===== config.mk =====
export PLATFORM = sky130hd
export DESIGN_NAME = neighborhood_loader
export DESIGN_NICKNAME = d
export VERILOG_FILES = /design/src/rtl/neighborhood_loader.sv
export SDC_FILE = /design/constraint.sdc
export NUM_CORES = 1
export LEC_CHECK = 0
export ABC_AREA = 1
export BUFFER_PORTS_ARGS = -buffer_cell sky130_fd_sc_hd__clkbuf_2
export CAP_MARGIN = 20
export CELL_PAD_IN_SITES_DETAIL_PLACEMENT = 1
export CELL_PAD_IN_SITES_GLOBAL_PLACEMENT = 2
export CORE_UTILIZATION = 33
export DETAILED_ROUTE_END_ITERATION = 16
export GPL_TIMING_DRIVEN = 0
export PLACE_DENSITY = 0.94
export SYNTH_ARGS = -nofsm -noshare
export SYNTH_HDL_FRONTEND = slang
export SYNTH_SLANG_ARGS = --single-unit

===== constraint.sdc =====
create_clock -name clk -period 4.25 [get_ports clk]
set_input_delay 0.2125 -clock clk [delete_from_list [all_inputs] [get_ports clk]]
set_output_delay 0.2125 -clock clk [all_outputs]
set_load 0.1 [all_outputs]

===== src/rtl/neighborhood_loader.sv =====
`default_nettype none
// ============================================================================
// Module   : neighborhood_loader
// Brief    : Fetches the up/left/centre/right/down cross around one pixel and
//            packs it onto a 40-bit bus; off-image neighbours read as 8'h00.
// Revision : 1.0
// ============================================================================
module neighborhood_loader #(
  parameter int LOG2_W = 8,
  parameter int HEIGHT = 256,
  parameter int ADDR_W = 16
) (
  input  logic              clk,
  input  logic              rst,
  input  logic              start,
  input  logic [LOG2_W-1:0] pix_x,
  input  logic [15:0]       pix_y,
  output logic              mem_rd,
  output logic [ADDR_W-1:0] mem_addr,
  input  logic [7:0]        mem_data,
  output logic              busy,
  output logic              valid,
  output logic [39:0]       cuarenta
);

  typedef enum logic [1:0] {
    IDLE  = 2'd0,
    ISSUE = 2'd1,
    DRAIN = 2'd2,
    DONE  = 2'd3
  } state_t;

  localparam logic [16:0]       c_height = 17'(HEIGHT);
  localparam logic [LOG2_W-1:0] c_x_max  = '1;

  state_t              r_state;
  state_t              w_next_state;
  logic                w_load;
  logic [2:0]          r_k;
  logic [LOG2_W-1:0]   r_x;
  logic [15:0]         r_y;
  logic                r_top;
  logic                r_bot;
  logic                r_oob;
  logic                r_cap_en;
  logic                r_cap_skip;
  logic [2:0]          r_cap_k;
  logic [7:0]          r_up;
  logic [7:0]          r_left;
  logic [7:0]          r_centre;
  logic [7:0]          r_right;
  logic [39:0]         r_cuarenta;
  logic [LOG2_W-1:0]   w_slot_x;
  logic [15:0]         w_slot_y;
  logic                w_skip;
  logic [ADDR_W-1:0]   w_addr;
  logic [7:0]          w_byte;
  logic                w_in_top;
  logic                w_in_bot;
  logic                w_in_oob;

  assign w_in_top = (pix_y == 16'd0);
  assign w_in_bot = ({1'b0, pix_y} == (c_height - 17'd1));
  assign w_in_oob = ({1'b0, pix_y} >= c_height);

  // Neighbour coordinate and skip decision for the slot being issued.
  always_comb begin
    w_slot_x = r_x;
    w_slot_y = r_y;
    w_skip   = r_oob;
    case (r_k)
      3'd0: begin w_slot_y = r_y - 16'd1; w_skip = r_oob | r_top;              end
      3'd1: begin w_slot_x = r_x - 1'b1;  w_skip = r_oob | (r_x == '0);        end
      3'd2: begin                         w_skip = r_oob;                      end
      3'd3: begin w_slot_x = r_x + 1'b1;  w_skip = r_oob | (r_x == c_x_max);   end
      3'd4: begin w_slot_y = r_y + 16'd1; w_skip = r_oob | r_bot;              end
      default: w_skip = 1'b1;
    endcase
    w_addr = ADDR_W'({w_slot_y, w_slot_x});
  end

  always_ff @(posedge clk) begin
    if (rst) r_state <= IDLE;
    else     r_state <= w_next_state;
  end

  always_comb begin
    w_next_state = r_state;
    w_load       = 1'b0;
    mem_rd       = 1'b0;
    busy         = 1'b1;
    valid        = 1'b0;
    case (r_state)
      IDLE: begin
        busy = 1'b0;
        if (start) begin
          w_next_state = ISSUE;
          w_load       = 1'b1;
        end
      end
      ISSUE: begin
        mem_rd = ~w_skip;
        if (r_k == 3'd4) w_next_state = DRAIN;
      end
      DRAIN: w_next_state = DONE;
      DONE: begin
        valid = 1'b1;
        // Back-to-back start keeps the 7-cycle throughput.
        if (start) begin
          w_next_state = ISSUE;
          w_load       = 1'b1;
        end else begin
          w_next_state = IDLE;
        end
      end
      default: w_next_state = IDLE;
    endcase
    mem_addr = mem_rd ? w_addr : '0;
  end

  assign w_byte = r_cap_skip ? 8'h00 : mem_data;

  // Data returns one cycle after its issue, so capture trails issue by one.
  always_ff @(posedge clk) begin
    if (rst) begin
      r_k        <= 3'd0;
      r_x        <= '0;
      r_y        <= 16'd0;
      r_top      <= 1'b0;
      r_bot      <= 1'b0;
      r_oob      <= 1'b0;
      r_cap_en   <= 1'b0;
      r_cap_skip <= 1'b0;
      r_cap_k    <= 3'd0;
      r_up       <= 8'h00;
      r_left     <= 8'h00;
      r_centre   <= 8'h00;
      r_right    <= 8'h00;
      r_cuarenta <= 40'h0;
    end else begin
      if (w_load) begin
        r_x   <= pix_x;
        r_y   <= pix_y;
        r_top <= w_in_top;
        r_bot <= w_in_bot;
        r_oob <= w_in_oob;
        r_k   <= 3'd0;
      end else if (r_state == ISSUE) begin
        r_k <= r_k + 3'd1;
      end
      r_cap_en   <= (r_state == ISSUE);
      r_cap_k    <= r_k;
      r_cap_skip <= w_skip;
      if (r_cap_en) begin
        case (r_cap_k)
          3'd0:    r_up     <= w_byte;
          3'd1:    r_left   <= w_byte;
          3'd2:    r_centre <= w_byte;
          3'd3:    r_right  <= w_byte;
          default: ;
        endcase
      end
      // The down byte bypasses its slot so the bus is visible alongside valid.
      if (r_state == DRAIN) r_cuarenta <= {r_up, r_left, r_centre, r_right, w_byte};
    end
  end

  assign cuarenta = r_cuarenta;

endmodule
`default_nettype wire


==> impl_metrics.toml <==
[routing]
ant_nets = 0
drc = 0
wl_per_cell_um = 15.4
first_pass_iters = 4
routed_wl_um = 14200
drtIter0Drc = 251
via_per_inst = 4.94
vias = 4572

[setup_path]
crit_path_end_kind = "primary output"
slowest_stage = "clkbuf_2"
path_cells = "inv_1 -> ha_1 -> nand2_2 -> ha_1 -> or2_2 -> nand3_1 -> nand2_1 -> nand2_1 -> nand2_1 -> nand2_1 -> nand2_1 -> nor2_1 -> clkbuf_2"
worstSetupStartpointType = "flop"
worst-path-max-fanout = 10
worst_path_most_repeated_cell = "nand2_1"
crit_buf_inv = 2
worstPathArrival_ns = 3.20
crit_family = "simple AND/OR/NAND/NOR gates"
critPathKind = "flop to primary output"
worstPathRequired_ns = 4.04
cp_slowest_stage_delay_ns = 0.47

[global_routing]
grt_start_max_net_pins = 18
grt-ovfl-total = 0
grt_use_total = 0.205
antenna_found_initial = 0
grt_pass1_wl_um = 23400
grt_pass1_vias = 4821

[pwr]
peakVddDrop_mv = 0.652
p_leak_nw = 2.69
finalPower_mw = 4.78
power_density_nw_per_um2 = 850

[synth]
synth_warnings = 0
synth_area_leaders = "dfxtp_1 (43%), o21ai_0 (11%), nor2_1 (8.7%)"
synth_common_cells = "nor2_1 (108), o21ai_0 (102), dfxtp_1 (101), nand2_1 (90), a21oi_1 (61)"
ys_ff_latch = 101
synthesis.area_sq_um = 4660
synth_area_per_cell_sq_um = 7.32
synthMuxAreaShare = 0
synth-edff-count = 0
synth_top_family_by_area = "simple AND/OR/NAND/NOR gates"
synth_most_common_cell = "nor2_1"
synth-xor-area-share = 0.00939
synth_simple_gate_area_share = 0.235
synth_compound_area_frac = 0.185
ys_async_sr_fraction = 0
postSynthCellCount = 637
synth_fp_nets = 696
ys_seq_area_frac = 0.434
synth_cell_types = 30
synthAdderAreaFrac = 0.0676
ys.flop_type = "dfxtp_1"
synth_top_area_cell = "dfxtp_1"
synth_top_area_share = 0.434

[floorplanning]
die_x_um = 121
die_h_um = 121
num_rows = 43
ios = 94
core_sq_um = 13800
start_util = 0.337
die-area_sq_um = 14600

[sta]
final-max-slew-violation-count = 0
report.final.hold_viol_count = 0
tns_ns = 0
timing.slew.headroom = 0.626
fin_crit_sh = 0.803
setup_viol = 0
rsz0062_at_grt = "false"
worstMarginPinSlew_ns = 0.564
fin_worst_skew_ns = 0.00990
fmax_mhz = 293
fin_crit_ns = 3.41

[placement]
gp_congestion = 0.815
dp_hpwl_um = 10800
port_buffers = 92

[cts]
cts_sinks = 101
root_buffer = "clkbuf_16"
cts_buffers = 9
worstSkewPairLatency_ns = 0.35
cts-resized-gates = 0
cts_tree = "done"
hold_buffers = 0
cts_max_level = 3
clkTransAtPathRegs_ns = 0.07
postCtsSetupBuffers = 0
cts.path.max_buffers = 2

[final_layout]
nNetsFinal = 799
layout-drive-gt1-share = 0.184
areaGrowthSynthToFinish_pct = 20.6
diodes = 0

[flow_run]
maxCapViolations = 0

[hold_path]
min_path_type = "input port to flop"

[status]
status = "finished clean"
[metal layers]
layer	part of all wire	up-vias	global-route usage
met5	0	-	0
met4	0.018	0	0.0640
met3	0.038	20	0.0404
met2	0.51	88	0.376
met1	0.44	2161	0.239
li1	-	2303	-
[cell type report]
| class | instances | area [sq um] |
|---|---|---|
| Inverter | 54 | 203 |
| Buffer | 28 | 124 |
| Clock inverter | 5 | 41.3 |
| Fill cell | 1764 | 8210 |
| Multi-Input combinational cell | 454 | 2310 |
| Sequential cell | 101 | 2020 |
| Timing Repair Buffer | 92 | 460 |
| Clock buffer | 11 | 233 |
| Tap cell | 180 | 225 |
[path summary, 6_finish.rpt]
| path | from | endpoint | slack, ns | cells past startpoint |
|---|---|---|---|---|
| max | r_k[0] | mem_addr[15] | 0.84 | 13 |
| min | pix_x[3] | r_x[3] | 0.12 | 3 |
| max reg2reg | r_k[0] | r_state[0] | 2.27 | 7 |
| min reg2reg | r_right[7] | cuarenta[15] | 0.46 | 2 |
[power by group]
| part | leakage (nW) | internal, mW | switching, mW |
|---|---|---|---|
| combinational | 1.74 | 0.536 | 2.16 |
| sequential | 0.824 | 1.16 | 0.141 |
| clock | 0.127 | 0.404 | 0.376 |
| total | 2.69 | 2.10 | 2.68 |
[state kept, by name, summed over array words and instances, names as in the netlist, 3 cells and up]
register	count
r_k	3
r_right	8
r_y	8
cuarenta	40
r_up	8
r_x	8
r_centre	8
r_left	8
r_cap_k	3
[logic make-up after synthesis]
family / count (synthesis)
AO/OA/AOI/OAI: 170
XOR/XNOR: 5
AND/OR/NAND/NOR: 255
buffers and inverters: 82
flip-flops: 101
adder cells (fa/ha/maj): 24
[cell usage in the layout, fill, tap and decap left out, types with 3 or more instances in the layout]
cell       Yosys  routed
a21oi_1       61      61
buf_2          9       9
clkbuf_1      18      20
clkbuf_16      0       9
clkbuf_2       0      92
dfxtp_1      101     101
ha_1          22      22
inv_1         52      52
inv_6          0       3
nand2_1       90      90
nand3_1       22      22
nand3b_1       4       4
nand4_1        8       8
nor2_1       108     108
nor2_2        11      11
o21ai_0      102     102
or2_2          4       4
xnor2_1        3       3
[metrics by stage]
stage	setup slack [ns]	cell area, sq um	utilization	std cells	hold WS (ns)
final	0.838	5620	0.407	925	0.119
after global routing	0.547	5620	0.407	925	0.128
after CTS	0.803	5620	0.407	925	0.104
after detailed placement	1.19	5350	0.387	909	0.455
after global placement	1.26	5350	0.387	909	0.441
after floorplan	0.968	4660	-	637	0.347
[worst reg2reg max path: stages (launching register included)]
cell and delay (ns):
dfxtp_1 0.43, inv_1 0.13, ha_1 0.34, nand2_2 0.27, inv_1 0.15, o22ai_1 0.28, o21bai_1 0.18, a21oi_1 0.08
(Power assumes the default switching activity.)
